[src/rtl/riscv_bus_pkg.sv]
// Shared bus definitions: arbiter state/grant encodings and datapath widths.
package riscv_bus_pkg;

    localparam int unsigned XLEN   = 32;
    localparam int unsigned ADDR_W = 32;

    typedef enum logic [1:0] {
        S_IDLE   = 2'd0,
        S_ACCESS = 2'd1,
        S_WAIT   = 2'd2,
        S_RESP   = 2'd3
    } arb_state_t;

    typedef enum logic {
        GRANT_IF = 1'b0,
        GRANT_D  = 1'b1
    } grant_t;

endpackage

[src/rtl/arb_pick.sv]
// Combinational grant selector: data priority with a fetch anti-starvation override.
module arb_pick
    import riscv_bus_pkg::*;
(
    input  logic       if_req,
    input  logic       d_req,
    input  logic [1:0] exclude,     // bit 0 masks fetch, bit 1 masks data (grant encoding order)
    input  logic       streak_max,
    output logic       grant_valid,
    output grant_t     grant_id
);

    logic if_ok;
    logic d_ok;

    // Data wins unless fetch is waiting and the data streak has hit its limit.
    always_comb begin
        if_ok       = if_req & ~exclude[0];
        d_ok        = d_req  & ~exclude[1];
        grant_valid = if_ok | d_ok;
        grant_id    = (d_ok && !(if_ok && streak_max)) ? GRANT_D : GRANT_IF;
    end

endmodule

[src/rtl/mem_port_arbiter.sv]
// Fetch/data arbiter for a single-ported unified memory with fixed read latency.
module mem_port_arbiter
    import riscv_bus_pkg::*;
#(
    parameter int unsigned DATA_WIDTH  = XLEN,
    parameter int unsigned ADDR_WIDTH  = ADDR_W,
    parameter int unsigned WAIT_CYCLES = 1,
    parameter int unsigned MAX_STREAK  = 4
) (
    input  logic                  clk,
    input  logic                  reset,
    input  logic                  if_req,
    input  logic [ADDR_WIDTH-1:0] if_addr,
    output logic [DATA_WIDTH-1:0] if_rdata,
    output logic                  if_ready,
    input  logic                  d_req,
    input  logic                  d_we,
    input  logic [ADDR_WIDTH-1:0] d_addr,
    input  logic [DATA_WIDTH-1:0] d_wdata,
    output logic [DATA_WIDTH-1:0] d_rdata,
    output logic                  d_ready,
    output logic                  mem_en,
    output logic                  mem_we,
    output logic [ADDR_WIDTH-1:0] mem_addr,
    output logic [DATA_WIDTH-1:0] mem_wdata,
    input  logic [DATA_WIDTH-1:0] mem_rdata
);

    localparam logic [3:0] WAIT_INIT  = 4'(WAIT_CYCLES);
    localparam logic [3:0] STREAK_TOP = 4'(MAX_STREAK);

    arb_state_t state;
    grant_t     gnt;
    logic [3:0] wait_cnt;
    logic [3:0] streak;
    logic [1:0] exclude;
    logic       at_max;
    logic       pick_valid;
    grant_t     pick_id;

    // In RESP the port being served still holds req, so it is masked out of arbitration.
    always_comb begin
        exclude = '0;
        if (state == S_RESP) begin
            exclude = (gnt == GRANT_D) ? 2'b10 : 2'b01;
        end
        at_max = (streak == STREAK_TOP);
    end

    arb_pick u_pick (
        .if_req      (if_req),
        .d_req       (d_req),
        .exclude     (exclude),
        .streak_max  (at_max),
        .grant_valid (pick_valid),
        .grant_id    (pick_id)
    );

    // Access sequencer: grant, strobe, wait out the latency, then pulse ready.
    always_ff @(posedge clk) begin
        if (reset) begin
            state     <= S_IDLE;
            gnt       <= GRANT_IF;
            wait_cnt  <= '0;
            streak    <= '0;
            mem_en    <= 1'b0;
            mem_we    <= 1'b0;
            mem_addr  <= '0;
            mem_wdata <= '0;
            if_rdata  <= '0;
            d_rdata   <= '0;
            if_ready  <= 1'b0;
            d_ready   <= 1'b0;
        end else begin
            mem_en   <= 1'b0;
            if_ready <= 1'b0;
            d_ready  <= 1'b0;
            case (state)
                // RESP shares the grant path with IDLE so back-to-back accesses skip IDLE.
                S_IDLE, S_RESP: begin
                    if (pick_valid) begin
                        gnt    <= pick_id;
                        mem_en <= 1'b1;
                        state  <= S_ACCESS;
                        if (pick_id == GRANT_D) begin
                            mem_we    <= d_we;
                            mem_addr  <= d_addr;
                            mem_wdata <= d_wdata;
                            if (!if_req) begin
                                streak <= '0;
                            end else if (!at_max) begin
                                streak <= streak + 4'd1;
                            end
                        end else begin
                            mem_we    <= 1'b0;
                            mem_addr  <= if_addr;
                            mem_wdata <= '0;
                            streak    <= '0;
                        end
                    end else begin
                        state <= S_IDLE;
                    end
                end
                S_ACCESS: begin
                    wait_cnt <= WAIT_INIT;
                    state    <= S_WAIT;
                end
                S_WAIT: begin
                    wait_cnt <= wait_cnt - 4'd1;
                    if (wait_cnt == 4'd1) begin
                        state <= S_RESP;
                        if (gnt == GRANT_IF) begin
                            if_rdata <= mem_rdata;
                            if_ready <= 1'b1;
                        end else begin
                            d_rdata <= mem_we ? '0 : mem_rdata;
                            d_ready <= 1'b1;
                        end
                    end
                end
            endcase
        end
    end

endmodule

[config.mk]
export PLATFORM = sky130hd
export DESIGN_NAME = mem_port_arbiter
export DESIGN_NICKNAME = d
export VERILOG_FILES = /design/src/rtl/riscv_bus_pkg.sv /design/src/rtl/arb_pick.sv /design/src/rtl/mem_port_arbiter.sv
export SDC_FILE = /design/constraint.sdc
export NUM_CORES = 1
export LEC_CHECK = 0
export CORE_MARGIN = 5
export CORE_UTILIZATION = 42
export DETAILED_ROUTE_END_ITERATION = 8
export GPL_TIMING_DRIVEN = 0
export PLACE_DENSITY = 0.81
export SLEW_MARGIN = 25
export SYNTH_ARGS = -nofsm -noshare
export SYNTH_HDL_FRONTEND = slang
export SYNTH_HIERARCHICAL = 1
export SYNTH_SLANG_ARGS = --single-unit
[constraint.sdc]
create_clock -name clk -period 2.3 [get_ports clk]
set_input_delay 0.46 -clock clk [delete_from_list [all_inputs] [get_ports clk]]
set_output_delay 0.46 -clock clk [all_outputs]
set_load 0.005 [all_outputs]
### Word level (Yosys, flattened, before mapping)

Index checks and enable logic that the tools add are counted.

* output and inout port bits: 132
* register bits after elaboration: 143
* logic and storage cells: 59
* input port bits: 133

* equality and inequality tests: 7
* muxes and demuxes: 17
* bitwise logic cells: 9
* reduce and logical (&&, ||, !) cells: 12
* add/sub/neg operators: 2

Operators with widths (number)
* 2-to-1 mux 32 bit: 3
* 2-to-1 mux 4 bit: 3
* AND reduction 3 bit: 3
* one-hot mux 4 bit (2 select lines): 1
* 2-to-1 mux 1 bit: 6
* 2-to-1 mux 2 bit: 3
* NOT 1 bit: 6
* one-hot mux 2 bit (3 select lines): 1
* adder 4 x 1 -> 4 bit, second input constant: 1
* == test 2 bit, second input constant: 2
* == test 4 x 1 -> 1 bit, second input constant: 1
* == test 4 x 3 -> 1 bit, second input constant: 1
* OR reduction 2 bit: 2
* subtractor 4 x 1 -> 4 bit, second input constant: 1
* inequality test 3 bit, second input constant: 1
* OR reduction 3 bit: 1
* AND 1 bit: 2
* == test 2 x 1 -> 1 bit, second input constant: 1
* logical AND 1 bit: 2
* zero test 2 bit: 1
* inequality test 2 bit, second input constant: 1
* AND reduction 2 bit: 1
* nonzero test 2 bit: 1
* zero test 1 bit: 1
* OR 1 bit: 1

### Logic depth before layout (Yosys ltp)

Gate-level depths: netlist of the first run.

* depth in word-level cells: 10
* depth in mapped cells: 11

### Modules after synthesis

Netlist of the first run, hierarchy kept.

By module, submodules not included
* mem_port_arbiter: cells each 665, seq. area each 2862.7 um^2, times used 1, area each 5849.4 um^2
* arb_pick: cells each 5, seq. area each 0.0 um^2, times used 1, area each 38.8 um^2

### Least setup slack after synthesis of the first run

No wires, ideal clock.

* path kind: flip-flop to flip-flop
* start point: reg gnt
* end point: reg mem_wdata[22]
* buffers on the path: 6
* arrival: 1.862 ns
* library setup time: 0.070 ns
* stages on the path, launching flop included: 12
* data required time: 2.230 ns
* path slack: 0.367 ns
* path through: dfxtp_1 clkbuf_1 buf_2 buf_2 and2_1 nand2b_4 a31oi_2 buf_2 buf_2 buf_2 nand3_1 a21oi_1

* elaborated cells between the ends (all ways): 13

RTL lines
* start: declaration: line mem_port_arbiter.sv:33 `grant_t gnt;`
* start signal: assignment: line mem_port_arbiter.sv:82 `gnt <= pick_id;`
* 2-to-1 mux 2 bit: line mem_port_arbiter.sv:45 `exclude = (gnt == GRANT_D) ? 2'b10 : 2'b01;`
* 2-to-1 mux 2 bit: line mem_port_arbiter.sv:44 `if (state == S_RESP) begin`
* via exclude[1]: line mem_port_arbiter.sv:36 `logic [1:0] exclude;`
* NOT 1 bit: line arb_pick.sv:19 `d_ok = d_req & ~exclude[1];`
* AND 1 bit: line arb_pick.sv:19
* logical AND 1 bit: line arb_pick.sv:21 `grant_id = (d_ok && !(if_ok && streak_max)) ? GRANT_D : GRANT_IF;`
* 2-to-1 mux 1 bit: line arb_pick.sv:21
* via pick_id: line mem_port_arbiter.sv:39 `grant_t pick_id;`
* 2-to-1 mux 32 bit: line mem_port_arbiter.sv:85 `if (pick_id == GRANT_D) begin`
* end signal: assignment: line mem_port_arbiter.sv:88 `mem_wdata <= d_wdata;`
* end: declaration: line mem_port_arbiter.sv:25 `output logic [DATA_WIDTH-1:0] mem_wdata,`

The timed path passes the listed nets, and every way through them passes these cells.
A chain may end at the register's enable or synchronous reset.

### Worst setup path in the final report of the first run

* start point: reg gnt
* end point: reg mem_wdata[26]

The elaborated chain is that of the path after synthesis.

==> impl_metrics.yaml, run 1 <==
grt:
  grt_pass1_vias: 5935
  grt-ovfl-total: 0
  grt_max_degree: 20
  antenna_found_initial: 0
  grtUsageTotal_pct: 23.9
  grt_pass1_wl_um: 31100
floorplanning:
  start_util_pct: 42.6
  pin_count: 265
  die_area_um2: 16500
  core_um2: 13800
  fp.dieW_um: 128
  std_cell_rows: 43
  fp.dieH_um: 128
timing:
  final_hold_viol_count: 0
  fin_crit_sh_pct: 91.2
  hold_ws_ns: 0.449
  slew_headroom_pct: 59.4
  maxSlewViolCount: 0
  fin_tns_setup_ns: 0
  fmax_mhz: 477
  worst_slew_pin_slew_ns: 0.609
  fin_skew_ns: 0.00724
  min_period_ns: 2.10
  rsz0062_at_grt: "no"
  setup-violations-final: 0
placement:
  place_hpwl_um: 15300
  place.gp.congestion: 0.821
  port_buffers: 263
  placed_cell_area_um2: 8750
finish:
  area_delta_synth_final_pct: 58.7
  fin_area_um2: 9350
  mostFrequentLayoutCell: "clkdlybuf4s50_1"
  nets: 1090
  n_antenna_cell: 0
  most-common-layout-cells: "clkdlybuf4s50_1, dfxtp_1, a21oi_1"
  layout-drive-gt1-share_pct: 7.57
route:
  ant_nets: 0
  avgViaCountPerCell: 5.39
  vias: 6170
  routed_wl_um: 20200
  dr.pass1.iters: 5
  drt_iter0_drc: 490
  drc: 0
  drt-wirelength-per-cell_um: 17.7
run_status:
  status: "complete, no violations"
synthesis:
  syn-num-nets: 809
  synth.distinct_cells: 35
  syn_avg_cell_area_um2: 8.79
  synth_seq_area_share_pct: 48.6
  yosysWarningCount: 6
  synthesis.area_um2: 5890
  synth_seq_cells: 143
  synthCells: 670
setup_path:
  crit_fanout: 19
  worstPathArrival_ns: 2.43
  cp.required_ns: 2.64
  crit_slowest_cell: "dfxtp_1"
  crit_top_cell: "buf_2"
  path_cells: "clkbuf_1 -> buf_6 -> and2_1 -> nand2b_4 -> a31oi_2 -> buf_2 -> buf_4 -> buf_2 -> nand3_1 -> a21oi_1"
  path_delay_family: "buffers and inverters"
  critical_path.max_stage_delay_ns: 0.30
  cp-start-kind: "flop"
  crit_buf_inv: 5
  critPathKind: "reg -> reg"
  cp-end-kind: "flop"
run:
  max_cap_viol_count: 0
power_and_ir_drop:
  clock_power_share_pct: 30.2
  p_sw_w: 0.00287
  peakVddDrop_uv: 514
  p_leak_nw: 3.34
  power.density_nw_per_um2: 964
  power.internal_w: 0.00614
  comb_power_share_pct: 34.4
  switching_share_pct: 31.8
  p_seq_share_pct: 35.4
clock_tree:
  post-cts-setup-buffers: 0
  htree_num_levels: 4
  cts.root.buffer_cell: "clkbuf_16"
  clock-sinks: 143
  path_clk_slew_ns: 0.06
  clk_path_buf_depth: 2
  cts_buffers: 17
  insertion_delay_ns: 0.42
  cts_tree: "done"
hold_path:
  hold_path_class: "reg -> reg"
[state kept, by name (all words and copies together), names as in the netlist]
name	count
streak	4
mem_wdata	32
if_rdata	32
mem_addr	32
wait_cnt	4
mem_we	1
gnt	1
mem_en	1
if_ready	1
d_ready	1
d_rdata	32
state	2
[cell usage after synthesis]
master | number | area, um^2
nor2b_1 | 3 | 18.8
a211oi_1 | 35 | 263
o21ai_1 | 1 | 5.00
clkbuf_2 | 3 | 15.0
clkbuf_1 | 34 | 128
nand3b_1 | 2 | 15.0
and3b_1 | 2 | 17.5
nand4b_1 | 32 | 280
o21ai_0 | 66 | 330
a21oi_1 | 105 | 526
o31a_1 | 1 | 8.76
and4bb_1 | 1 | 12.5
and2_1 | 2 | 12.5
mux2i_1 | 33 | 330
a22oi_1 | 1 | 7.51
nand2b_4 | 1 | 13.8
nor3_1 | 2 | 10.0
nor4_1 | 1 | 6.26
a311oi_1 | 1 | 8.76
dfxtp_1 | 143 | 2860
nand4bb_1 | 1 | 11.3
nand3_1 | 67 | 335
a31oi_2 | 1 | 12.5
or3b_1 | 1 | 8.76
o211ai_1 | 1 | 7.51
nor2_1 | 35 | 131
buf_4 | 11 | 82.6
buf_2 | 21 | 105
ha_1 | 6 | 75.1
o22ai_1 | 2 | 12.5
nand2b_1 | 1 | 6.26
inv_1 | 11 | 41.3
nand2_1 | 39 | 146
a21o_1 | 1 | 7.51
buf_6 | 3 | 33.8
[worst register-to-register path: stages, from the launching register on]
cell and delay (ns):
dfxtp_1 0.30, clkbuf_1 0.16, buf_6 0.19, and2_1 0.15
nand2b_4 0.14, a31oi_2 0.13, buf_2 0.18, buf_4 0.24
buf_2 0.26, nand3_1 0.10, a21oi_1 0.16
[worst paths after layout]
check	start	to	slack, ns	cells after the start
max	gnt$_SDFFE_PP0P_	mem_wdata[26]$_SDFFE_PP0P_	0.20	10
min	mem_wdata[1]$_SDFFE_PP0P_	mem_wdata[1]$_SDFFE_PP0P_	0.45	2
max reg2reg	gnt$_SDFFE_PP0P_	mem_wdata[26]$_SDFFE_PP0P_	0.20	10
min reg2reg	mem_wdata[1]$_SDFFE_PP0P_	mem_wdata[1]$_SDFFE_PP0P_	0.45	2
[final cells by class]
class                   instances  area, um^2
repair buffers                263        2630
well taps                     180         225
flip-flops and latches        143        2860
plain buffers                  71         377
inverters                      11        41.3
clock buffers                  22         474
clock inverters                10         110
fillers                      1159        4480
multi-input cells             444        2620
[cell families (layout without fill, tap and decap cells)]
logic type                 after synthesis  after routing  synth area share, %
AOI/OAI and AO/OA                      215            215                 20.2
adders and majority gates                6              6                 1.27
buffers and inverters                   83            377                 6.88
DFF                                    143            143                 48.6
muxes                                   33             33                 5.61
and+or+nand+nor                        190            190                 17.4
[per-stage QoR]
step	util [%]	cells	setup slack (ns)	total power, W
final	67.6	1144	0.202	0.00901
after global routing	67.6	1144	0.0353	0.00952
after CTS	67.5	1144	0.0921	0.00905
after detailed placement	63.3	1113	-0.194	0.00632
after global placement	63.3	1113	-0.153	0.00628
after floorplan	-	670	0.367	0.00468
[per-layer routing]
| metal | vias to the layer above | global-route usage, % | part of all wire, % |
|---|---|---|---|
| met4 | 0 | 9.43 | 3.1 |
| met3 | 47 | 8.34 | 11 |
| met2 | 324 | 40.5 | 47 |
| met5 | - | 0 | 0 |
| met1 | 2840 | 27.8 | 38 |
| li1 | 2959 | - | - |
[what timing repair did]
item,CTS,global route
gates resized for setup,7,4
setup endpoints to repair,64,62
hold buffers,0,0
[power groups by stage]
stage	registers (W)	clock network, W	logic [W]
after floorplan	0.00326	0	0.00142
after global placement	0.00322	0	0.00306
after detailed placement	0.00324	0	0.00307
after CTS	0.00319	0.00275	0.00311
after global routing	0.00326	0.00286	0.00340
final	0.00319	0.00272	0.00310
(Power assumes the default switching activity.)
==> inputs of run 2 (changes only) <==
- CORE_UTILIZATION: 42 -> 43
- CTS_BUF_LIST: unset -> sky130_fd_sc_hd__clkbuf_8
- PLACE_DENSITY: 0.81 -> 0.82
- TNS_END_PERCENT: unset -> 1
==> run 2 against run 1 <==
Critical path depth down 1. Worst setup slack better by 0.0092 ns. Final cell count down 0.35%. First-iteration DRC count down 4.3%. Die area down 2.1%. Via count down 0.41%. Clock-buffer cell count down 2. Sequential power about the same. Maximum frequency up 0.44%. Clock skew up 0.0032 ns. Global-route usage up 0.44 points. Critical path type unchanged. Critical endpoint is now mem_wdata[28]$_SDFFE_PP0P_. Largest power group unchanged. Highest routed layer unchanged.
==> impl_metrics.yaml, run 2 (same netlist as run 1, synthesis figures left out) <==
run_status:
  status: "complete, no violations"
finish:
  instances_no_fill: 1140
  n_fill_cell: 1135
  nets: 1090
  most-common-layout-cells: "clkdlybuf4s50_1, dfxtp_1, a21oi_1"
  area_delta_synth_final_pct: 56.5
  finish.utilization_pct: 69.1
  n_antenna_cell: 0
  mostFrequentLayoutCell: "clkdlybuf4s50_1"
  layout-drive-gt1-share_pct: 7.57
route:
  drt_iter0_drc: 469
  routed_wl_um: 20300
  avgViaCountPerCell: 5.39
  ant_nets: 0
  dr.pass1.iters: 5
  drc: 0
  drt-wirelength-per-cell_um: 17.8
  vias: 6145
floorplanning:
  pin_count: 265
  fp.dieW_um: 127
  std_cell_rows: 42
  core_um2: 13300
  die_area_um2: 16100
  fp.dieH_um: 127
  start_util_pct: 44.1
setup_path:
  cp.required_ns: 2.68
  worstPathArrival_ns: 2.47
  critPathKind: "reg -> reg"
  crit_fanout: 10
  path_cells: "inv_1 -> ha_1 -> and3b_1 -> a31oi_2 -> buf_2 -> buf_4 -> buf_2 -> nand3_1 -> a21oi_1"
  cp-start-kind: "flop"
  crit_top_cell: "buf_2"
  cp-end-kind: "flop"
  crit_slowest_cell: "dfxtp_1"
  critical_path.max_stage_delay_ns: 0.41
grt:
  antenna_found_initial: 0
  grt_pass1_vias: 5971
  grt-ovfl-total: 0
  grtUsageTotal_pct: 24.4
  grt_max_degree: 20
  grt_pass1_wl_um: 31200
timing:
  fin_skew_ns: 0.0104
  final_hold_viol_count: 0
  maxSlewViolCount: 0
  rsz0062_at_grt: "no"
  setup-violations-final: 0
  min_period_ns: 2.09
  hold_ws_ns: 0.452
  fin_crit_sh_pct: 90.8
  fin_tns_setup_ns: 0
  slew_headroom_pct: 56.8
  fmax_mhz: 479
  worst_slew_pin_slew_ns: 0.648
clock_tree:
  htree_num_levels: 4
  clk_path_buf_depth: 2
  ctsResizeCount: 7
  clock-sinks: 143
  cts_buffers: 17
  path_clk_slew_ns: 0.08
  post-cts-setup-buffers: 0
  cts_tree: "done"
  insertion_delay_ns: 0.45
  postCtsHoldBufs: 0
  cts.root.buffer_cell: "clkbuf_8"
placement:
  place_hpwl_um: 15400
  place.gp.congestion: 0.816
  place_inst: 1109
  port_buffers: 263
power_and_ir_drop:
  p_leak_nw: 3.29
  p_sw_w: 0.00278
  switching_share_pct: 32.3
  peakVddDrop_uv: 549
  power.density_nw_per_um2: 934
  p_seq_share_pct: 37.2
  power.internal_w: 0.00583
  clock_power_share_pct: 26.9
  comb_power_share_pct: 35.9
run:
  max_cap_viol_count: 0
hold_path:
  hold_path_class: "reg -> reg"
[run 2: power by group through the flow]
stage                     Combinational [W]  Clock, W  Sequential, W
after floorplan                     0.00142         0        0.00326
after global placement              0.00305         0        0.00323
after detailed placement            0.00307         0        0.00325
after CTS                           0.00310   0.00234        0.00320
after global routing                0.00337   0.00243        0.00326
final                               0.00309   0.00231        0.00320
[run 2: final cells by class]
cell class / instances / area, um^2 / share of cell area, %
well taps: 176 / 220 / 2.39
clock buffers: 20 / 275 / 2.99
plain buffers: 71 / 374 / 4.06
repair buffers: 263 / 2630 / 28.6
flip-flops and latches: 143 / 2860 / 31.1
inverters: 11 / 41.3 / 0.448
multi-input cells: 444 / 2620 / 28.5
clock inverters: 12 / 189 / 2.05
[run 2: critical path, delay by kind of cell, from the launching register on]
kind	cells	cell delay [ns]
fa+ha+maj	1	0.19
compound gates	2	0.33
buf+inv	4	0.75
flops	1	0.41
simple gates	2	0.35
[run 2: path summary, 6_finish.rpt]
| kind | from | to | slack [ns] | depth (start not counted) |
|---|---|---|---|---|
| max | streak[0]$_SDFFE_PP0P_ | mem_wdata[28]$_SDFFE_PP0P_ | 0.21 | 9 |
| max reg2reg | streak[0]$_SDFFE_PP0P_ | mem_wdata[28]$_SDFFE_PP0P_ | 0.21 | 9 |
| min reg2reg | mem_wdata[15]$_SDFFE_PP0P_ | mem_wdata[15]$_SDFFE_PP0P_ | 0.45 | 2 |
| min | mem_wdata[15]$_SDFFE_PP0P_ | mem_wdata[15]$_SDFFE_PP0P_ | 0.45 | 2 |
[run 2: per-layer routing]
metal	vias to the layer above	global-route usage [%]	part of all wire (%)
met4	0	7.63	1.7
li1	2969	-	-
met5	-	0	0
met3	26	7.43	9.3
met1	2847	27.8	39
met2	303	43.7	50
[run 2: metrics by stage]
step	total power, W	area, um^2	worst slack [ns]
final	0.00861	9220	0.212
after global routing	0.00906	9220	0.00217
after CTS	0.00864	9210	0.0735
after detailed placement	0.00632	8740	-0.224
after global placement	0.00628	8740	-0.120
after floorplan	0.00468	5890	0.367
==> inputs of run 3 (changes only) <==
- CTS_CLUSTER_SIZE: unset -> 40
==> results of run 3 <==
Same layout as run 2: the final DEF is identical, and so are final timing and power.
